--- src/rtl/memory_access_stage_if.sv ---
// rtl/memory_access_stage_if.sv - data-memory bus between the MEM stage and the data memory
interface memory_access_stage_if;
  logic        dmem_req;
  logic        dmem_we;
  logic [31:0] dmem_addr;
  logic [3:0]  dmem_be;
  logic [31:0] dmem_wdata;
  logic        dmem_ready;
  logic [31:0] dmem_rdata;

  modport master (
    output dmem_req, dmem_we, dmem_addr, dmem_be, dmem_wdata,
    input  dmem_ready, dmem_rdata
  );

  modport slave (
    input  dmem_req, dmem_we, dmem_addr, dmem_be, dmem_wdata,
    output dmem_ready, dmem_rdata
  );
endinterface

--- src/rtl/memory_access_stage.sv ---
// rtl/memory_access_stage.sv - MIPS32 MEM stage: big-endian lane steering, bus handshake, MEM/WB register
module memory_access_stage #(
  parameter int TIMEOUT_CYCLES = 16
) (
  input  logic        clock,
  input  logic        reset,
  input  logic        me_mem_read,
  input  logic        me_mem_write,
  input  logic        me_mem_to_reg,
  input  logic        me_reg_write,
  input  logic [1:0]  me_mem_size,
  input  logic        me_mem_signed,
  input  logic [31:0] me_alu_result,
  input  logic [31:0] me_data2_reg,
  input  logic [4:0]  me_rt_rd,
  memory_access_stage_if.master dmem,
  output logic        me_stall,
  output logic        wb_reg_write,
  output logic        wb_mem_to_reg,
  output logic [31:0] wb_read_data,
  output logic [31:0] wb_alu_result,
  output logic [4:0]  wb_rt_rd,
  output logic        me_addr_error,
  output logic        me_bus_error
);
  localparam int CW = (TIMEOUT_CYCLES < 2) ? 1 : $clog2(TIMEOUT_CYCLES + 1);

  typedef enum logic {IDLE, WAIT} state_t;

  state_t        state, state_nxt;
  logic [CW-1:0] count, count_nxt;
  logic [1:0]    offs;
  logic          op, aligned, misaligned_op, timeout_now, req;
  logic [3:0]    be;
  logic [31:0]   wdata, load_ext;
  logic [7:0]    lane_b;
  logic [15:0]   lane_h;

  assign offs = me_alu_result[1:0];
  assign op   = me_mem_read | me_mem_write;

  always_comb begin
    aligned = 1'b1;
    case (me_mem_size)
      2'b00:   aligned = 1'b1;
      2'b01:   aligned = ~offs[0];
      default: aligned = (offs == 2'b00);
    endcase
  end

  assign misaligned_op = op & ~aligned;
  assign req = ~reset & (((state == IDLE) & op & aligned) | (state == WAIT));
  assign timeout_now = (TIMEOUT_CYCLES != 0) && (state == WAIT) && !dmem.dmem_ready
                       && (count == CW'(TIMEOUT_CYCLES));
  assign me_stall = req & ~dmem.dmem_ready & ~timeout_now;

  always_ff @(posedge clock) begin
    if (reset) begin
      state <= IDLE;
      count <= '0;
    end else begin
      state <= state_nxt;
      count <= count_nxt;
    end
  end

  always_comb begin
    state_nxt = state;
    count_nxt = count;
    case (state)
      IDLE: begin
        if (req && !dmem.dmem_ready) begin
          state_nxt = WAIT;
          count_nxt = CW'(1);
        end
      end
      WAIT: begin
        if (dmem.dmem_ready || timeout_now) begin
          state_nxt = IDLE;
          count_nxt = '0;
        end else begin
          count_nxt = count + CW'(1);
        end
      end
      default: begin
        state_nxt = IDLE;
        count_nxt = '0;
      end
    endcase
  end

  // Byte k of a word lives in bits [31-8k -: 8] (big-endian).
  always_comb begin
    lane_b = dmem.dmem_rdata[31:24];
    case (offs)
      2'd0:    lane_b = dmem.dmem_rdata[31:24];
      2'd1:    lane_b = dmem.dmem_rdata[23:16];
      2'd2:    lane_b = dmem.dmem_rdata[15:8];
      default: lane_b = dmem.dmem_rdata[7:0];
    endcase
    lane_h = offs[1] ? dmem.dmem_rdata[15:0] : dmem.dmem_rdata[31:16];
  end

  always_comb begin
    be       = 4'b1111;
    wdata    = me_data2_reg;
    load_ext = dmem.dmem_rdata;
    case (me_mem_size)
      2'b00: begin
        be       = 4'b1000 >> offs;
        wdata    = {4{me_data2_reg[7:0]}};
        load_ext = {{24{me_mem_signed & lane_b[7]}}, lane_b};
      end
      2'b01: begin
        be       = offs[1] ? 4'b0011 : 4'b1100;
        wdata    = {2{me_data2_reg[15:0]}};
        load_ext = {{16{me_mem_signed & lane_h[15]}}, lane_h};
      end
      default: ;
    endcase
  end

  assign dmem.dmem_req   = req;
  assign dmem.dmem_we    = req & me_mem_write;
  assign dmem.dmem_addr  = reset ? 32'h0 : {me_alu_result[31:2], 2'b00};
  assign dmem.dmem_be    = reset ? 4'h0 : be;
  assign dmem.dmem_wdata = reset ? 32'h0 : wdata;

  // Stalled and faulted cycles leave the MEM/WB register as a bubble.
  always_ff @(posedge clock) begin
    if (reset) begin
      wb_reg_write  <= 1'b0;
      wb_mem_to_reg <= 1'b0;
      wb_read_data  <= 32'h0;
      wb_alu_result <= 32'h0;
      wb_rt_rd      <= 5'h0;
      me_addr_error <= 1'b0;
      me_bus_error  <= 1'b0;
    end else begin
      wb_reg_write  <= me_reg_write & ~me_stall & ~misaligned_op & ~timeout_now;
      wb_mem_to_reg <= me_mem_to_reg;
      wb_read_data  <= load_ext;
      wb_alu_result <= me_alu_result;
      wb_rt_rd      <= me_rt_rd;
      me_addr_error <= misaligned_op & (state == IDLE);
      me_bus_error  <= timeout_now;
    end
  end
endmodule
--- src/flat_wrapper.sv ---
// flat-port wrapper written by rule: the top's interface ports become plain ports
module memory_access_stage_flat 
#(
  parameter int TIMEOUT_CYCLES = 16
)
  (clock, reset, me_mem_read, me_mem_write, me_mem_to_reg, me_reg_write, me_mem_size, me_mem_signed, me_alu_result, me_data2_reg, me_rt_rd, me_stall, wb_reg_write, wb_mem_to_reg, wb_read_data, wb_alu_result, wb_rt_rd, me_addr_error, me_bus_error, dmem_dmem_req, dmem_dmem_we, dmem_dmem_addr, dmem_dmem_be, dmem_dmem_wdata, dmem_dmem_ready, dmem_dmem_rdata);
  memory_access_stage_if dmem_i ();
  input  logic clock;
  input  logic reset;
  input  logic me_mem_read;
  input  logic me_mem_write;
  input  logic me_mem_to_reg;
  input  logic me_reg_write;
  input  logic [1:0] me_mem_size;
  input  logic me_mem_signed;
  input  logic [31:0] me_alu_result;
  input  logic [31:0] me_data2_reg;
  input  logic [4:0] me_rt_rd;
  output logic me_stall;
  output logic wb_reg_write;
  output logic wb_mem_to_reg;
  output logic [31:0] wb_read_data;
  output logic [31:0] wb_alu_result;
  output logic [4:0] wb_rt_rd;
  output logic me_addr_error;
  output logic me_bus_error;
  output wire logic [$bits(dmem_i.dmem_req)-1:0] dmem_dmem_req;
  output wire logic [$bits(dmem_i.dmem_we)-1:0] dmem_dmem_we;
  output wire logic [$bits(dmem_i.dmem_addr)-1:0] dmem_dmem_addr;
  output wire logic [$bits(dmem_i.dmem_be)-1:0] dmem_dmem_be;
  output wire logic [$bits(dmem_i.dmem_wdata)-1:0] dmem_dmem_wdata;
  input wire logic [$bits(dmem_i.dmem_ready)-1:0] dmem_dmem_ready;
  input wire logic [$bits(dmem_i.dmem_rdata)-1:0] dmem_dmem_rdata;
  assign dmem_dmem_req = dmem_i.dmem_req;
  assign dmem_dmem_we = dmem_i.dmem_we;
  assign dmem_dmem_addr = dmem_i.dmem_addr;
  assign dmem_dmem_be = dmem_i.dmem_be;
  assign dmem_dmem_wdata = dmem_i.dmem_wdata;
  assign dmem_i.dmem_ready = dmem_dmem_ready;
  assign dmem_i.dmem_rdata = dmem_dmem_rdata;
  memory_access_stage #(.TIMEOUT_CYCLES(TIMEOUT_CYCLES)) u_core (.clock(clock), .reset(reset), .me_mem_read(me_mem_read), .me_mem_write(me_mem_write), .me_mem_to_reg(me_mem_to_reg), .me_reg_write(me_reg_write), .me_mem_size(me_mem_size), .me_mem_signed(me_mem_signed), .me_alu_result(me_alu_result), .me_data2_reg(me_data2_reg), .me_rt_rd(me_rt_rd), .dmem(dmem_i), .me_stall(me_stall), .wb_reg_write(wb_reg_write), .wb_mem_to_reg(wb_mem_to_reg), .wb_read_data(wb_read_data), .wb_alu_result(wb_alu_result), .wb_rt_rd(wb_rt_rd), .me_addr_error(me_addr_error), .me_bus_error(me_bus_error));
endmodule
--- config.mk ---
export PLATFORM = sky130hd
export DESIGN_NAME = memory_access_stage_flat
export DESIGN_NICKNAME = d
export VERILOG_FILES = /design/src/rtl/memory_access_stage_if.sv /design/src/rtl/memory_access_stage.sv /design/src/flat_wrapper.sv
export SDC_FILE = /design/constraint.sdc
export NUM_CORES = 1
export LEC_CHECK = 0
export ABC_AREA = 0
export BUFFER_PORTS_ARGS = -buffer_cell sky130_fd_sc_hd__buf_4
export CAP_MARGIN = 10
export CORE_ASPECT_RATIO = 1.1
export CORE_MARGIN = 5
export CORE_UTILIZATION = 35
export DETAILED_ROUTE_END_ITERATION = 10
export PLACE_DENSITY = 0.74
export SLEW_MARGIN = 20
export SYNTH_ARGS = -nofsm -noshare
export SYNTH_HDL_FRONTEND = slang
export SYNTH_SLANG_ARGS = --single-unit
--- constraint.sdc ---
create_clock -name clock -period 3.7 [get_ports clock]
set_input_delay 0.37 -clock clock [delete_from_list [all_inputs] [get_ports clock]]
set_output_delay 0.37 -clock clock [all_outputs]
set_load 0.02 [all_outputs]
Word-level counts from Yosys, hierarchy flattened
Cells that the tools add are included.

Bitwise gates (word level): 23. Multipliers: 0. Equality and inequality tests: 5. Div/mod/pow operators: 0. Magnitude comparators: 0. Multiplexer cells: 16. Shift operators: 1. Reduce and logical (&&, ||, !) cells: 7. Add/sub/neg operators: 1.

Operator list (count): one-hot mux 32 bit (2 select lines) (2); two-way mux 32 bit (2); one-hot mux 8 bit (3 select lines) (1); two-way mux 16 bit (1); AND 1 bit (13); two-way mux 5 bit (2); one-hot mux 5 bit (2 select lines) (1); two-way mux 4 bit (2); NOT 1 bit (8); one-hot mux 4 bit (2 select lines) (1); adder 5 x 1 -> 5 bit (second input constant) (1); == test 5 bit (second input constant) (1); == test 2 x 1 -> 1 bit (second input constant) (2); logical NOT 2 bit (2); one-hot mux 1 bit (2 select lines) (2); >> shifter 4 x 2 -> 4 bit (first input constant) (1); logical AND 1 bit (3); == test 2 bit (second input constant) (1); two-way mux 1 bit (2); != test 2 x 1 -> 1 bit (second input constant) (1); bitwise OR 1 bit (2); logical NOT 1 bit (1); logical OR 1 bit (1).

Memory bits (read-only): 0. Memories kept: 0. Bits in latches: 0. Register bits: 79. Word-level logic and storage cells: 62. RAM bits: 0.

Longest topological paths before layout
Depth after elaboration: 11. Gate-level depth with buffers: 6.

Least setup slack after synthesis
No wires, ideal clock.

Kind: input to output. Start point: input port me_alu_result[1]. End point: output port me_stall. Arrival: 2034 ps. Data required time: 3330 ps. Cell stages on the path: 5. Setup slack: 1296 ps. Buffers on the path: 2. Cell sequence: buf_4 > buf_6 > nand2_1 > a31oi_1 > a2111oi_0.

Cells in the longest elaborated chain, start to end: 7.

RTL lines: from (decl) (RTL line flat_wrapper.sv:16) `input logic [31:0] me_alu_result;`; logical NOT 2 bit (RTL line memory_access_stage.sv:47) `default: aligned = (offs == 2'b00);`; one-hot mux 1 bit (2 select lines) (RTL line memory_access_stage.sv:44) `case (me_mem_size)`; AND 1 bit (RTL line memory_access_stage.sv:52) `assign req = ~reset & (((state == IDLE) & op & aligned) | (state == WAIT));`; bitwise OR 1 bit (RTL line memory_access_stage.sv:52); AND 1 bit (RTL line memory_access_stage.sv:52); AND 1 bit (2 in a row) (RTL line memory_access_stage.sv:55) `assign me_stall = req & ~dmem.dmem_ready & ~timeout_now;`; to (decl) (RTL line flat_wrapper.sv:19) `output logic me_stall;`.

Every way passes these cells.

Final worst setup path
Start point: input port me_mem_size[1]. End point: output port me_stall.

Cells in the longest elaborated chain, start to end: 7.

RTL lines: from (decl) (RTL line flat_wrapper.sv:14) `input logic [1:0] me_mem_size;`; == test 2 x 1 -> 1 bit or logical NOT 2 bit (tied branches) (RTL line memory_access_stage.sv:44); one-hot mux 1 bit (2 select lines) * (RTL line memory_access_stage.sv:44); AND 1 bit * (RTL line memory_access_stage.sv:52); bitwise OR 1 bit * (RTL line memory_access_stage.sv:52); AND 1 bit * (RTL line memory_access_stage.sv:52); AND 1 bit * (2 in a row) (RTL line memory_access_stage.sv:55).

Mark *: on every way between the ends. The rest lies on a longest branch, timed or not.

==> impl_metrics.ini <==
[clocking]
clkLatencyLatePin_ns = 0.33
numCtsBuffers = 9
holdBufCountCts = 0
clk_pin_slew_ns = 0.06
cts-resized-gates = 0
cts-root-buf = clkbuf_16
clock-sinks = 79
cts_tree = built
cts_buffer_depth = 2
postCtsSetupBuffers = 0
htree_num_levels = 3

[global_routing]
antenna_found_initial = 0
grt_pass1_wl_mm = 19.9
first_global_vias = 3861
grt_util_all_layers = 0.196
globalRouteOverflowTotal = 0
grt_max_degree = 78

[drt]
drt_drc_violations_left = 0
vias = 3753
ant_nets = 0
first_pass_iters = 4
viasPerCell = 4.73
drt_iter0_drc = 137
drt_wl_total_mm = 12.9
routedWlPerCell_um = 16.3

[logic_synthesis]
ys_types = 47
synth-warning-count = 0
async_flop_share = 0
avgSynthCellArea_um2 = 8.94
synth-edff-count = 0
synth_flop_cell = dfxtp_1
netlist_area_um2 = 3690
yosysSeqAreaShare = 0.428
ys_seq_elements = 79
syn_inst = 413

[timing]
setup_violations = 0
min_period_over_period = 0.649
max_slew_margin = 0.371
setup_tns_ns = 0
max_freq_ghz = 0.416
finalHoldViolations = 0
fin_worst_skew_ns = 0.00437
worst_pin_slew_ns = 0.942
finalCriticalPeriod_ns = 2.40
drv_slew = 0
grt_setup_unrepaired = no

[critical_path]
path_max_fanout = 43
worstPathCellList = buf_4, o21ai_0, a31oi_1, a2111oi_0, buf_4
crit_end = me_stall
max_stage_delay_ns = 0.47
cp-end-kind = output pin
ff2ff_setup_slack_ns = 1.79
critPathArrivalTime_ns = 2.03
timing.rr.end = u_core.count[4]$_SDFFE_PP0P_
cp_slowest_cell = o21ai_0
startpoint = me_mem_size[1]
start_kind = input pin
reg2reg_from = u_core.count[0]$_SDFFE_PP0P_
crit_path_frequent_cell = buf_4
worstPathRequired_ns = 3.33
ff2ff_path_depth = 5
path_class = in2out

[cells_and_area]
syn2layout_area_growth_pct = 60.7
largestRegisters = u_core.wb_alu_result (32), u_core.wb_read_data (32)
n_antenna_cell = 0
final_nets = 759
final_core_util = 0.573
nFillCells = 931
drive_gt1_frac = 0.458

[floorplan]
die_area_um2 = 12700
io_pins = 255
die_width_um = 108
start_util = 0.357
core_um2 = 10300
die_h_um = 118
rows = 39

[status]
status = finished, final reports clean

[pwr]
power_density_nw_per_um2 = 410
p_leak_nw = 2.82
ir_worst_vdd_mv = 0.181

[placed_design]
hpwl_mm = 10.3
portBuffers = 252
gp_congestion = 0.830

[job]
drv_cap = 0

[min_path]
hold_class = in2reg
[metrics by stage]
step | total power, W | std cells | hold WS (ns) | worst slack, ns | area, um^2
5_1_grt | 0.00254 | 794 | 0.242 | 1.12 | 5930
3_5_place_dp | 0.00151 | 778 | 0.538 | 1.33 | 5610
4_1_cts | 0.00246 | 794 | 0.229 | 1.32 | 5930
3_3_place_gp | 0.00150 | 778 | 0.519 | 1.45 | 5610
6_report | 0.00243 | 794 | 0.240 | 1.30 | 5930
2_1_floorplan | 0.00123 | 414 | 0.453 | 1.30 | 3690
[cells in the mapped netlist, types with 2 or more instances]
cell	count	area [um^2]
nor3_1	4	20.0
nand2b_1	8	50.1
and2_1	2	12.5
inv_1	6	22.5
dfxtp_1	79	1580
ha_1	2	25.0
or2_2	4	25.0
a22oi_1	8	60.1
nand2_1	33	124
a31oi_1	3	18.8
a21oi_1	20	100
nor2b_1	86	538
nor2_1	27	101
clkbuf_1	18	67.6
buf_2	7	35.0
a2111oi_0	9	78.8
or3_1	7	43.8
o21ai_0	10	50.1
mux4_2	2	45.0
o21ai_1	7	35.0
or3b_1	2	17.5
buf_4	3	22.5
buf_6	3	33.8
nand3_1	2	10.0
a22o_1	2	17.5
or3b_2	2	17.5
o21ai_2	8	70.1
mux2_2	8	90.1
mux2i_1	23	230
[final cells by class]
class	count	area, um^2	area share
clock inverters	6	92.6	0.0156
repair buffers	253	1900	0.320
inverters	7	26.3	0.00443
well taps	143	179	0.0302
flip-flops and latches	79	1580	0.267
multi-input cells	296	1920	0.324
clock buffers	10	229	0.0386
[per-layer routing]
| metal | up-vias | GRT usage | wire, um | share of wire |
|---|---|---|---|---|
| li1 | 1861 | - | - | - |
| met5 | - | 0 | 0 | 0 |
| met4 | 0 | 0.0726 | 215 | 0.017 |
| met1 | 1714 | 0.220 | 4810 | 0.37 |
| met3 | 16 | 0.0494 | 1060 | 0.082 |
| met2 | 162 | 0.353 | 6820 | 0.53 |
[power by group]
part	switching, W	internal [W]	total (W)
registers	0.0000157	0.000901	0.000917
clock network	0.000348	0.000594	0.000942
logic	0.000306	0.000267	0.000573
total	0.000669	0.00176	0.00243
[layout by cell type, fill, tap and decap left out, drive strengths merged, types with 2 or more instances in the layout]
master    count
or3b          4
a22oi         8
nand2b        8
a31oi         3
nand2        33
mux2          8
a2111oi       9
conb          2
o21ai        25
nor2         27
mux2i        23
mux4          2
or3           7
buf         253
nor2b        86
inv           8
or2           4
nor3          4
a21oi        20
and2          2
bufinv        2
nor3b         2
a22o          2
nand3         2
clkinvlp      2
clkbuf       10
dfxtp        79
ha            2
[cells by family after synthesis]
family | count (synthesis) | synth area share
mux | 33 | 0.0990
compound gates | 76 | 0.138
simple gates | 182 | 0.273
buf+inv | 39 | 0.0512
xor+xnor | 1 | 0.00237
other cells | 1 | 0.00102
flops | 79 | 0.428
fa+ha+maj | 2 | 0.00678
[critical path: cells and delay by family]
family / cells / cell delay (ns)
AOI/OAI and AO/OA: 3 / 1.17
buffers and inverters: 2 / 0.49
[worst min path at each step]
stage	from	endpoint	slack (ns)	depth (start not counted)
2_1_floorplan	dmem_dmem_ready	u_core.state$_SDFF_PP0_	0.45	1
3_3_place_gp	u_core.count[1]$_SDFFE_PP0P_	u_core.count[1]$_SDFFE_PP0P_	0.52	1
3_5_place_dp	u_core.count[4]$_SDFFE_PP0P_	u_core.me_bus_error$_SDFF_PP0_	0.54	2
4_1_cts	me_rt_rd[1]	u_core.wb_rt_rd[1]$_SDFF_PP0_	0.23	2
5_1_grt	me_alu_result[13]	u_core.wb_alu_result[13]$_SDFF_PP0_	0.24	2
6_report	me_rt_rd[1]	u_core.wb_rt_rd[1]$_SDFF_PP0_	0.24	2
(Power assumes the default switching activity.)
